===== src/rtl/reorder_buffer.sv =====
// Reorder buffer: allocates in program order at the tail, captures CDB results
// out of order, and commits at most one ready entry per cycle from the head.
module reorder_buffer #(
    parameter int DEPTH = 8,
    parameter int TAG_W = 3
) (
    input  logic             clk,
    input  logic             reset,
    input  logic             alloc_valid,
    input  logic             alloc_writes,
    input  logic [4:0]       alloc_dest,
    input  logic             alloc_is_branch,
    input  logic [31:0]      alloc_pc,
    input  logic [31:0]      alloc_imm_se,
    input  logic             alloc_pred_taken,
    output logic [TAG_W-1:0] ROB_entry,
    output logic             full,
    input  logic             cdb_valid,
    input  logic [TAG_W-1:0] cdb_tag,
    input  logic [31:0]      cdb_value,
    input  logic             cdb_taken,
    input  logic             mispredicted,
    output logic [TAG_W:0]   count,
    output logic             RegWrite,
    output logic [4:0]       rd,
    output logic [31:0]      WriteData,
    output logic [TAG_W-1:0] commit_tag,
    output logic             valid_in,
    output logic             committed_is_branch,
    output logic [31:0]      committed_pc,
    output logic [31:0]      commit_imm_se,
    output logic             commit_taken,
    output logic             commit_result
);

    localparam logic [TAG_W:0]   DEPTH_C = (TAG_W + 1)'(DEPTH);
    localparam logic [TAG_W-1:0] TAG_ONE = TAG_W'(1);
    localparam logic [TAG_W:0]   CNT_ONE = (TAG_W + 1)'(1);

    logic             busy_r       [DEPTH];
    logic             ready_r      [DEPTH];
    logic             writes_r     [DEPTH];
    logic [4:0]       dest_r       [DEPTH];
    logic             is_branch_r  [DEPTH];
    logic [31:0]      pc_r         [DEPTH];
    logic [31:0]      imm_se_r     [DEPTH];
    logic             pred_taken_r [DEPTH];
    logic [31:0]      value_r      [DEPTH];
    logic             taken_r      [DEPTH];

    logic [TAG_W-1:0] head_r;
    logic [TAG_W-1:0] tail_r;
    logic [TAG_W:0]   count_r;
    logic [TAG_W:0]   count_next_s;

    logic             full_s;
    logic             alloc_s;
    logic             cdb_hit_s;
    logic             commit_s;

    assign full_s    = (count_r == DEPTH_C);
    assign alloc_s   = alloc_valid && !full_s;
    assign cdb_hit_s = cdb_valid && busy_r[cdb_tag];
    assign commit_s  = busy_r[head_r] && ready_r[head_r];

    assign ROB_entry = tail_r;
    assign full      = full_s;
    assign count     = count_r;

    // Occupancy next value: simultaneous alloc and commit cancel out.
    always_comb begin
        count_next_s = count_r;
        case ({alloc_s, commit_s})
            2'b10:   count_next_s = count_r + CNT_ONE;
            2'b01:   count_next_s = count_r - CNT_ONE;
            default: count_next_s = count_r;
        endcase
    end

    // Pointers, occupancy and busy/ready flags; a flush wipes everything in flight.
    always_ff @(posedge clk or posedge reset) begin
        if (reset) begin
            head_r  <= '0;
            tail_r  <= '0;
            count_r <= '0;
            for (int i = 0; i < DEPTH; i++) begin
                busy_r[i]  <= 1'b0;
                ready_r[i] <= 1'b0;
            end
        end else if (mispredicted) begin
            head_r  <= '0;
            tail_r  <= '0;
            count_r <= '0;
            for (int i = 0; i < DEPTH; i++) begin
                busy_r[i]  <= 1'b0;
                ready_r[i] <= 1'b0;
            end
        end else begin
            if (alloc_s) begin
                busy_r[tail_r]  <= 1'b1;
                ready_r[tail_r] <= 1'b0;
                tail_r          <= tail_r + TAG_ONE;
            end
            if (cdb_hit_s) begin
                ready_r[cdb_tag] <= 1'b1;
            end
            // Commit is last so it wins over a late CDB write to the retiring head.
            if (commit_s) begin
                busy_r[head_r]  <= 1'b0;
                ready_r[head_r] <= 1'b0;
                head_r          <= head_r + TAG_ONE;
            end
            count_r <= count_next_s;
        end
    end

    // Entry payload; only observed through a busy+ready head, so no reset needed.
    always_ff @(posedge clk) begin
        if (alloc_s && !mispredicted) begin
            writes_r[tail_r]     <= alloc_writes;
            dest_r[tail_r]       <= alloc_dest;
            is_branch_r[tail_r]  <= alloc_is_branch;
            pc_r[tail_r]         <= alloc_pc;
            imm_se_r[tail_r]     <= alloc_imm_se;
            pred_taken_r[tail_r] <= alloc_pred_taken;
        end
        if (cdb_hit_s && !mispredicted) begin
            value_r[cdb_tag] <= cdb_value;
            taken_r[cdb_tag] <= cdb_taken;
        end
    end

    // Commit port: driven from the head entry while it is ready, zero otherwise.
    always_comb begin
        if (commit_s) begin
            valid_in            = 1'b1;
            RegWrite            = writes_r[head_r] && !is_branch_r[head_r];
            rd                  = dest_r[head_r];
            WriteData           = value_r[head_r];
            commit_tag          = head_r;
            committed_is_branch = is_branch_r[head_r];
            committed_pc        = pc_r[head_r];
            commit_imm_se       = imm_se_r[head_r];
            commit_taken        = taken_r[head_r];
            commit_result       = (taken_r[head_r] == pred_taken_r[head_r]);
        end else begin
            valid_in            = 1'b0;
            RegWrite            = 1'b0;
            rd                  = 5'd0;
            WriteData           = 32'd0;
            commit_tag          = '0;
            committed_is_branch = 1'b0;
            committed_pc        = 32'd0;
            commit_imm_se       = 32'd0;
            commit_taken        = 1'b0;
            commit_result       = 1'b0;
        end
    end

endmodule


===== config.mk =====
export PLATFORM = sky130hd
export DESIGN_NAME = reorder_buffer
export DESIGN_NICKNAME = d
export VERILOG_FILES = /design/src/rtl/reorder_buffer.sv
export SDC_FILE = /design/constraint.sdc
export NUM_CORES = 1
export LEC_CHECK = 0
export CAP_MARGIN = 20
export CORE_ASPECT_RATIO = 1.4
export CORE_MARGIN = 1.5
export CORE_UTILIZATION = 59
export CTS_BUF_LIST = sky130_fd_sc_hd__clkbuf_8 sky130_fd_sc_hd__clkbuf_16
export DETAILED_ROUTE_END_ITERATION = 10
export PLACE_DENSITY = 0.8
export RECOVER_POWER = 100
export SYNTH_ARGS = -nofsm -noshare
export SYNTH_HDL_FRONTEND = slang
export SYNTH_SLANG_ARGS = --single-unit

===== constraint.sdc =====
create_clock -name clk -period 11.2 [get_ports clk]
set_input_delay 2.24 -clock clk [delete_from_list [all_inputs] [get_ports clk]]
set_output_delay 2.24 -clock clk [all_outputs]
set_load 0.02 [all_outputs]

==> results.ini <==
[critical_path]
rr_worst_depth = 6
startpoint_type = register
r2r_slack_ns = 4.29
crit_required_ns = 8.96
path_class = reg2out
worst_r2r_endpoint = pc_r[4][5]
crit_path_end_kind = primary output
critPathMaxFanout = 60
r2r_start = count[1]
crit_arrival_ns = 6.43

[run_status]
violations = max-capacitance violations, max-slew violations
outcome = complete, but fails checks

[yosys]
synth_seq_cells = 866
yosysUniqueCellTypes = 49
synth_most_common_cell = edfxtp_1
synthesis.area_um2 = 33500
synthFlopType = edfxtp_1
synth_edf_count = 840
syn_avg_cell_area_um2 = 21.6
synth.yosys.warnings = 0
synth.area.top_cells = edfxtp_1 75%, mux4_2 14%, mux2i_1 3.1%, dfrtp_1 1.9%, nor2_1 1.5%
async_flop_share = 0.0300
yosysTopAreaCellShare = 0.753
synthCells = 1548
ys_seq_area_frac = 0.773
syn_nets = 1665
yosys.area.top_type = edfxtp_1
ys_top_cells_by_count = 840 x edfxtp_1, 212 x mux4_2, 133 x nor2_1

[power]
ir_drop_v = 0.000174
p_total_w = 0.00632
power_density_nw_per_um2 = 162
p_leak_nw = 12.2

[sta]
setup_tns_ns = 0
fin_crit_ns = 8.67
relSlewSlack = -1.82
drv_slew = 928
final.period_utilization = 0.774
worst-slew-pin-transition_ns = 4.23
finalSetupViolations = 0
finClkSkew_ns = 0.0205
max_freq_mhz = 115
finalHoldViolCount = 0
grt_setup_unrepaired = false

[cells_and_area]
drive_above_1_share = 0.181
nNetsFinal = 1919
area_growth_pct = 16.6
n_fill_cell = 3412

[grt]
grt_overflow = 0
grt_pass1_wl_um = 104000
grt.total_usage = 0.244
antenna_found_initial = 19
grt_start_max_net_pins = 172
grt_pass1_vias = 17100

[placement]
port_buffers = 229
place_congestion = 0.834
dp_hpwl_um = 37200

[cts]
postCtsHoldBufs = 0
numCtsBuffers = 76
clock_sinks = 866
cts.htree.levels = 3
post-cts-setup-buffers = 0
cts_buffer_depth = 3
clk_latency_ns = 0.62
cts_tree = built
cts_resized = 0
clockRootBuffer = clkbuf_16
path_clk_slew_ns = 0.07

[hold_path]
min_path_cells = 1
holdCritPathClass = reg2reg
whs_endpoint = busy_r[3]
holdCritStartpoint = busy_r[3]

[drt]
drc = 0
ant_nets = 0
vias = 16200
wire_per_inst_um = 26.8
drt-initial-drc-count = 1289
viasPerCell = 6.21
dr.pass1.iters = 5
wl_um = 69800

[floorplanning]
num_rows = 103
core_region_area_um2 = 56300
dieArea_um2 = 58200
start_util = 0.595
io-pin-count = 230
die_w_um = 204
die_h_um = 285

[flow_run]
drv_cap = 26

## worst max-delay path by stage
stage / startpoint / end / depth (start not counted)
2_1_floorplan: mispredicted / dest_r[0][0] / 3
3_3_place_gp: head_r[0] / RegWrite / 8
3_5_place_dp: head_r[0] / RegWrite / 8
4_1_cts: head_r[0] / RegWrite / 8
5_1_grt: head_r[2] / valid_in / 6
6_report: head_r[2] / valid_in / 6
## power breakdown
part / leakage [nW] / internal (W) / switching [W]
Combinational: 3.07 / 0.0000591 / 0.0000952
Clock: 1.25 / 0.00144 / 0.00112
Sequential: 7.93 / 0.00359 / 0.0000136
## critical path: stages, from the launching register on
cell           delay (ns)
dfrtp_4              0.87
clkinvlp_2           0.60
mux4_2               0.47
mux2_1               1.92
buf_4                0.79
inv_1                0.33
dlygate4sd3_1        0.74
## layout make-up
type | instances | area (µm²) | area share
clock inverter | 59 | 482 | 0.0123
tap | 735 | 920 | 0.0236
sequential | 866 | 25900 | 0.663
clock buffer | 79 | 1970 | 0.0503
inverter | 11 | 42.5 | 0.00109
antenna | 5 | 12.5 | 0.000320
timing repair buffer | 260 | 2500 | 0.0641
multi-input combinational | 587 | 7240 | 0.185
## cell usage in the layout, fill, tap and decap left out, drive strengths merged, types with 12 or more instances in the layout
cell type,netlist,layout
nand2,25,25
mux4,212,212
nor3,12,12
clkbuf,33,102
inv,11,26
edfxtp,840,840
clkinv,0,34
nor2,133,133
dlygate4sd3,0,224
mux2i,105,105
dfrtp,26,26
## sequential cells by signal, summed over array words and instances, names as in the netlist
name / flops
imm_se_r: 256
pc_r: 256
value_r: 256
dest_r: 40
busy_r: 8
is_branch_r: 8
pred_taken_r: 8
ready_r: 8
taken_r: 8
writes_r: 8
count: 4
ROB_entry: 3
head_r: 3
## per-layer routing
layer / part of all wire / wire length [µm] / GRT usage
met5: 0.0018 / 126 / 0
met3: 0.065 / 4540 / 0.0474
met1: 0.37 / 25500 / 0.305
met2: 0.54 / 37800 / 0.431
met4: 0.026 / 1820 / 0.0770
## kinds of logic after synthesis
group | synth area share
simple gates | 0.0280
fa+ha+maj | 0.00149
mux | 0.175
xor+xnor | 0.00172
compound gates | 0.00885
flops | 0.773
buf+inv | 0.0124
## stage by stage
stage	instances	hold WS [ns]	util	setup slack [ns]	area [µm²]
2_1_floorplan	1548	0.477	-	0.979	33500
3_3_place_gp	2456	0.506	0.651	4.77	36700
3_5_place_dp	2456	0.510	0.651	4.72	36700
4_1_cts	2594	0.512	0.695	4.03	39100
5_1_grt	2601	0.563	0.693	2.18	39000
6_report	2602	0.509	0.693	2.53	39100
No activity file was read; power rests on OpenSTA's default activity.
